===== src/rtl/uart_rx_pkg.sv =====
// Shared UART receive definitions.
// State codes, frame width and default bit period.
package uart_rx_pkg;

  localparam int UART_BITS        = 8;
  localparam int DEF_BAUD_DIVIDER = 104;

  localparam logic [1:0] RX_IDLE  = 2'd0;
  localparam logic [1:0] RX_START = 2'd1;
  localparam logic [1:0] RX_DATA  = 2'd2;
  localparam logic [1:0] RX_STOP  = 2'd3;

endpackage


===== src/rtl/uart_rx_sync.sv =====
// Two-flop synchroniser with falling-edge detect.
// Flops preset high so an idle-high pin never fakes an edge.
module uart_rx_sync (
  input  logic clk,
  input  logic rst,
  input  logic din,
  output logic dout,
  output logic fall
);

  logic s1;
  logic s2;
  logic d3;

  // Resynchronise the pin and keep one delayed copy.
  always_ff @(posedge clk or negedge rst) begin
    if (!rst) begin
      s1 <= 1'b1;
      s2 <= 1'b1;
      d3 <= 1'b1;
    end else begin
      s1 <= din;
      s2 <= s1;
      d3 <= s2;
    end
  end

  assign dout = s2;
  assign fall = d3 & ~s2;

endmodule


===== src/rtl/uart_rx.sv =====
// 8N1 serial receiver, LSB first.
// Samples each bit centre; flags bad stop bits on FE.
module uart_rx
  import uart_rx_pkg::*;
#(
  parameter int BAUD_DIVIDER = DEF_BAUD_DIVIDER
) (
  input  logic                 clk,
  input  logic                 rst,
  input  logic                 Rx,
  output logic [UART_BITS-1:0] O_DATA,
  output logic                 NrD,
  output logic                 RiP,
  output logic                 FE
);

  localparam int HALF_DIV = BAUD_DIVIDER / 2;
  localparam int CW       = $clog2(BAUD_DIVIDER);

  localparam logic [CW-1:0] BAUD_LAST = CW'(BAUD_DIVIDER - 1);
  localparam logic [CW-1:0] HALF_LAST = CW'(HALF_DIV - 1);
  localparam logic [3:0]    BIT_LAST  = 4'(UART_BITS - 1);

  logic                 rx_s;
  logic                 fall;
  logic [1:0]           state;
  logic [CW-1:0]        cnt;
  logic [3:0]           bit_idx;
  logic [UART_BITS-1:0] shift;

  uart_rx_sync u_sync (
    .clk  (clk),
    .rst  (rst),
    .din  (Rx),
    .dout (rx_s),
    .fall (fall)
  );

  // Frame FSM: start check, data shift, stop check.
  always_ff @(posedge clk or negedge rst) begin
    if (!rst) begin
      state   <= RX_IDLE;
      cnt     <= '0;
      bit_idx <= '0;
      shift   <= '0;
      O_DATA  <= '0;
      NrD     <= 1'b0;
      FE      <= 1'b0;
    end else begin
      NrD <= 1'b0;
      case (state)
        RX_IDLE: begin
          cnt <= '0;
          if (fall) state <= RX_START;
        end
        RX_START: begin
          if (cnt == HALF_LAST) begin
            cnt     <= '0;
            bit_idx <= '0;
            state   <= rx_s ? RX_IDLE : RX_DATA;
          end else begin
            cnt <= cnt + CW'(1);
          end
        end
        RX_DATA: begin
          if (cnt == BAUD_LAST) begin
            cnt     <= '0;
            shift   <= {rx_s, shift[UART_BITS-1:1]};
            bit_idx <= bit_idx + 4'd1;
            if (bit_idx == BIT_LAST) state <= RX_STOP;
          end else begin
            cnt <= cnt + CW'(1);
          end
        end
        RX_STOP: begin
          if (cnt == BAUD_LAST) begin
            cnt   <= '0;
            state <= RX_IDLE;
            if (rx_s) begin
              O_DATA <= shift;
              NrD    <= 1'b1;
              FE     <= 1'b0;
            end else begin
              FE <= 1'b1;
            end
          end else begin
            cnt <= cnt + CW'(1);
          end
        end
        default: begin
          state <= RX_IDLE;
          cnt   <= '0;
        end
      endcase
    end
  end

  assign RiP = (state != RX_IDLE);

endmodule


===== config.mk =====
export PLATFORM = sky130hd
export DESIGN_NAME = uart_rx
export DESIGN_NICKNAME = d
export VERILOG_FILES = /design/src/rtl/uart_rx_pkg.sv /design/src/rtl/uart_rx_sync.sv /design/src/rtl/uart_rx.sv
export SDC_FILE = /design/constraint.sdc
export NUM_CORES = 1
export LEC_CHECK = 0
export BUFFER_PORTS_ARGS = -buffer_cell sky130_fd_sc_hd__buf_2
export CORE_MARGIN = 3
export CORE_UTILIZATION = 57
export DETAILED_ROUTE_END_ITERATION = 10
export GPL_ROUTABILITY_DRIVEN = 0
export MAX_ROUTING_LAYER = met4
export PLACE_DENSITY = 0.82
export SLEW_MARGIN = 20
export SYNTH_ARGS = -nofsm -noshare
export SYNTH_HDL_FRONTEND = slang
export SYNTH_SLANG_ARGS = --single-unit

===== constraint.sdc =====
create_clock -name clk -period 2 [get_ports clk]
set_clock_uncertainty 0.05 [all_clocks]
set_input_delay 0.1 -clock clk [delete_from_list [all_inputs] [get_ports clk]]
set_output_delay 0.1 -clock clk [all_outputs]
set_load 0.005 [all_outputs]

==> impl_metrics.env <==
export IMPL_outcome="completed"
export IMPL_antenna_found_initial=0
export IMPL_core_area_sq_mm=0.00254
export IMPL_drive_above_1_share=0.352
export IMPL_via_per_inst=6.06
export IMPL_critPathSlowestCell="or4_1"
export IMPL_rsz0062_at_grt="no"
export IMPL_synth_enable_flop_cells=0
export IMPL_clk_latency_ns=0.33
export IMPL_fmax_mhz=551
export IMPL_clockBufferDepth=2
export IMPL_cts_tree="done"
export IMPL_critPathBufInv=1
export IMPL_synth_cell_types=43
export IMPL_die_area_sq_mm=0.00344
export IMPL_ys_async_sr_fraction=1.00
export IMPL_critPathCaptureType="flip-flop"
export IMPL_worstPathCellList="ha_2 -> nand3b_4 -> buf_4 -> or4_1 -> a32oi_1"
export IMPL_worst_slew_pin_slew_ns=0.728
export IMPL_die_h_microns=58.7
export IMPL_synth_top_cells_by_area="dfrtp_1, mux2_2, dfstp_2"
export IMPL_synth_top_cell_area_share=0.491
export IMPL_worstRegToRegCells=5
export IMPL_critical_path_max_stage_delay_ns=0.51
export IMPL_grt_pass1_wl_mm=4.90
export IMPL_h_tree_depth=2
export IMPL_drc=0
export IMPL_n_antenna_cell=0
export IMPL_power_switching_mw=0.566
export IMPL_vias=1061
export IMPL_grt_ovfl_total=0
export IMPL_grt_max_degree=35
export IMPL_ys_flop_type="dfrtp_1"
export IMPL_cts_root_buf="clkbuf_4"
export IMPL_synth_area_per_cell_sq_um=12.7
export IMPL_numCtsBuffers=5
export IMPL_p_int_mw=1.24
export IMPL_ys_seq_elements=34
export IMPL_slew_viol_final=0
export IMPL_required_ns=2.20
export IMPL_p_sw_frac=0.313
export IMPL_start_util=0.621
export IMPL_yosysMostFrequentCell="dfrtp_1"
export IMPL_synth_warnings=0
export IMPL_area_growth_pct=13.3
export IMPL_drt_total_wl_mm=2.83
export IMPL_fin_ws_ns=0.185
export IMPL_start_kind="flip-flop"
export IMPL_die_w_microns=58.7
export IMPL_grt_pass1_vias=1061
export IMPL_grt_usage=0.198
export IMPL_hold_path_class="in2async"
export IMPL_portBuffers=13
export IMPL_cp_arrival_ns=2.02
export IMPL_p_comb_frac=0.207
export IMPL_netlist_top_cells_count="dfrtp_1, mux2_2, o21ai_0"
export IMPL_timing_rr_end="state[0]"
export IMPL_hpwl_mm=1.94
export IMPL_power_leakage_nw=0.881
export IMPL_wl_per_cell_microns=16.2
export IMPL_fillers=186
export IMPL_synth_cell_area_sq_mm=0.00158
export IMPL_dr_pass1_iters=4
export IMPL_synth_top_area_cell="dfrtp_1"
export IMPL_antenna_left=0
export IMPL_maxSlewHeadroom=0.515
export IMPL_powerDensity_mw_per_mm2=1010
export IMPL_postCtsSetupBuffers=0
export IMPL_finalSetupViolCount=0
export IMPL_post_route_period_util=0.908
export IMPL_r2r_slack_ns=0.18
export IMPL_path_clk_slew_ns=0.10
export IMPL_critPathKind="reg2reg"
export IMPL_power_share_clock=0.282
export IMPL_nets=149
export IMPL_synth_nets=129
export IMPL_timing_setup_tns_ns=0
export IMPL_cpLargestDelayFamily="simple AND/OR/NAND/NOR gates"
export IMPL_period_minus_slack_ns=1.82
export IMPL_hold_viol=0
export IMPL_std_cell_rows=18
export IMPL_io_pins=14
export IMPL_drtIter0Drc=44
export IMPL_ys_seq_area_frac=0.541
export IMPL_synth_cells=124
export IMPL_place_ws_ns=0.146
export IMPL_ir_drop_mv=0.992
export IMPL_max_cap_violations=0
export IMPL_p_seq_frac=0.512
export IMPL_clock_sinks=34
export IMPL_path_max_fanout=11
export IMPL_r2r_start="cnt[0]"
## kinds of logic (layout without fill, tap and decap cells)
family | after synthesis | count (layout) | synth area share
compound gates | 28 | 28 | 0.110
xor+xnor | 3 | 3 | 0.0166
fa+ha+maj | 2 | 2 | 0.0158
buf+inv | 8 | 29 | 0.0238
flops | 34 | 34 | 0.541
mux | 17 | 17 | 0.120
simple gates | 32 | 32 | 0.173
## power by group through the flow
| stage | clock, mW | sequential (mW) | combinational [mW] |
|---|---|---|---|
| 4_1_cts | 0.528 | 0.919 | 0.369 |
| 5_1_grt | 0.554 | 0.936 | 0.424 |
| 2_1_floorplan | 0 | 0.851 | 0.362 |
| 3_3_place_gp | 0 | 0.921 | 0.350 |
| 6_report | 0.509 | 0.924 | 0.373 |
| 3_5_place_dp | 0 | 0.932 | 0.364 |
## cell usage in the layout (no fill, tap or decap), drive strengths merged, types with 2 or more instances in the layout
master,Yosys,layout
a211oi,4,4
a21oi,7,7
a22oi,2,2
a31oi,2,2
and3b,2,2
and4,2,2
buf,3,17
clkbuf,3,7
dfrtp,31,31
dfstp,3,3
dlygate4sd3,0,2
ha,2,2
inv,2,2
mux2,16,16
nand2,4,4
nand3,4,4
nand3b,2,2
nor4,3,3
nor4b,2,2
o21ai,9,9
or3,2,2
xor2,2,2
## flip-flops by register name (all words and copies together) (netlist names), named ones only
signal,count
FE,1
shift,8
O_DATA,8
u_sync.d3,1
cnt,7
u_sync.dout,1
NrD,1
state,1
u_sync.s1,1
bit_idx,4
## through the flow
step / power, mW / hold WS, ns / cells / instance area (sq um) / utilization
floorplan: 1.21 / -0.246 / 124 / 1580 / -
global placement: 1.27 / 0.142 / 165 / 1680 / 0.661
detailed placement: 1.30 / 0.153 / 165 / 1680 / 0.661
CTS: 1.82 / 0.310 / 175 / 1790 / 0.703
global route: 1.91 / 0.323 / 175 / 1790 / 0.704
finish: 1.81 / 0.302 / 175 / 1790 / 0.704
## cell type report
class	instances	area (sq um)	share of cell area
multi-input combinational	82	691	0.386
clock inverter	1	30.0	0.0168
clock buffer	7	55.1	0.0307
inverter	2	7.51	0.00419
sequential	34	855	0.477
tap	30	37.5	0.0210
timing repair buffer	19	115	0.0643
## routing by layer
layer	share of wire	track usage	vias up
met2	0.48	0.298	34
met1	0.45	0.246	515
met4	0.019	0.0874	0
met5	0	-	-
li1	-	-	507
met3	0.050	0.0636	5
## how the worst max path moves through the flow
| stage | cells past startpoint | start | to | slack (ns) |
|---|---|---|---|---|
| 5_1_grt | 5 | cnt[0] | state[0] | 0.06 |
| 3_3_place_gp | 5 | cnt[0] | state[0] | 0.22 |
| 6_report | 5 | cnt[0] | state[0] | 0.18 |
| 4_1_cts | 5 | cnt[0] | state[0] | 0.11 |
| 2_1_floorplan | 4 | cnt[0] | shift[0] | 0.29 |
| 3_5_place_dp | 5 | cnt[0] | state[0] | 0.15 |
## repair_timing
action	4_1_cts	5_1_grt
endpoints found under the hold margin	32	0
resized for setup	0	1
endpoints found under the setup margin	0	2
hold buffers	2	0
No activity file was read; power rests on OpenSTA's default activity.
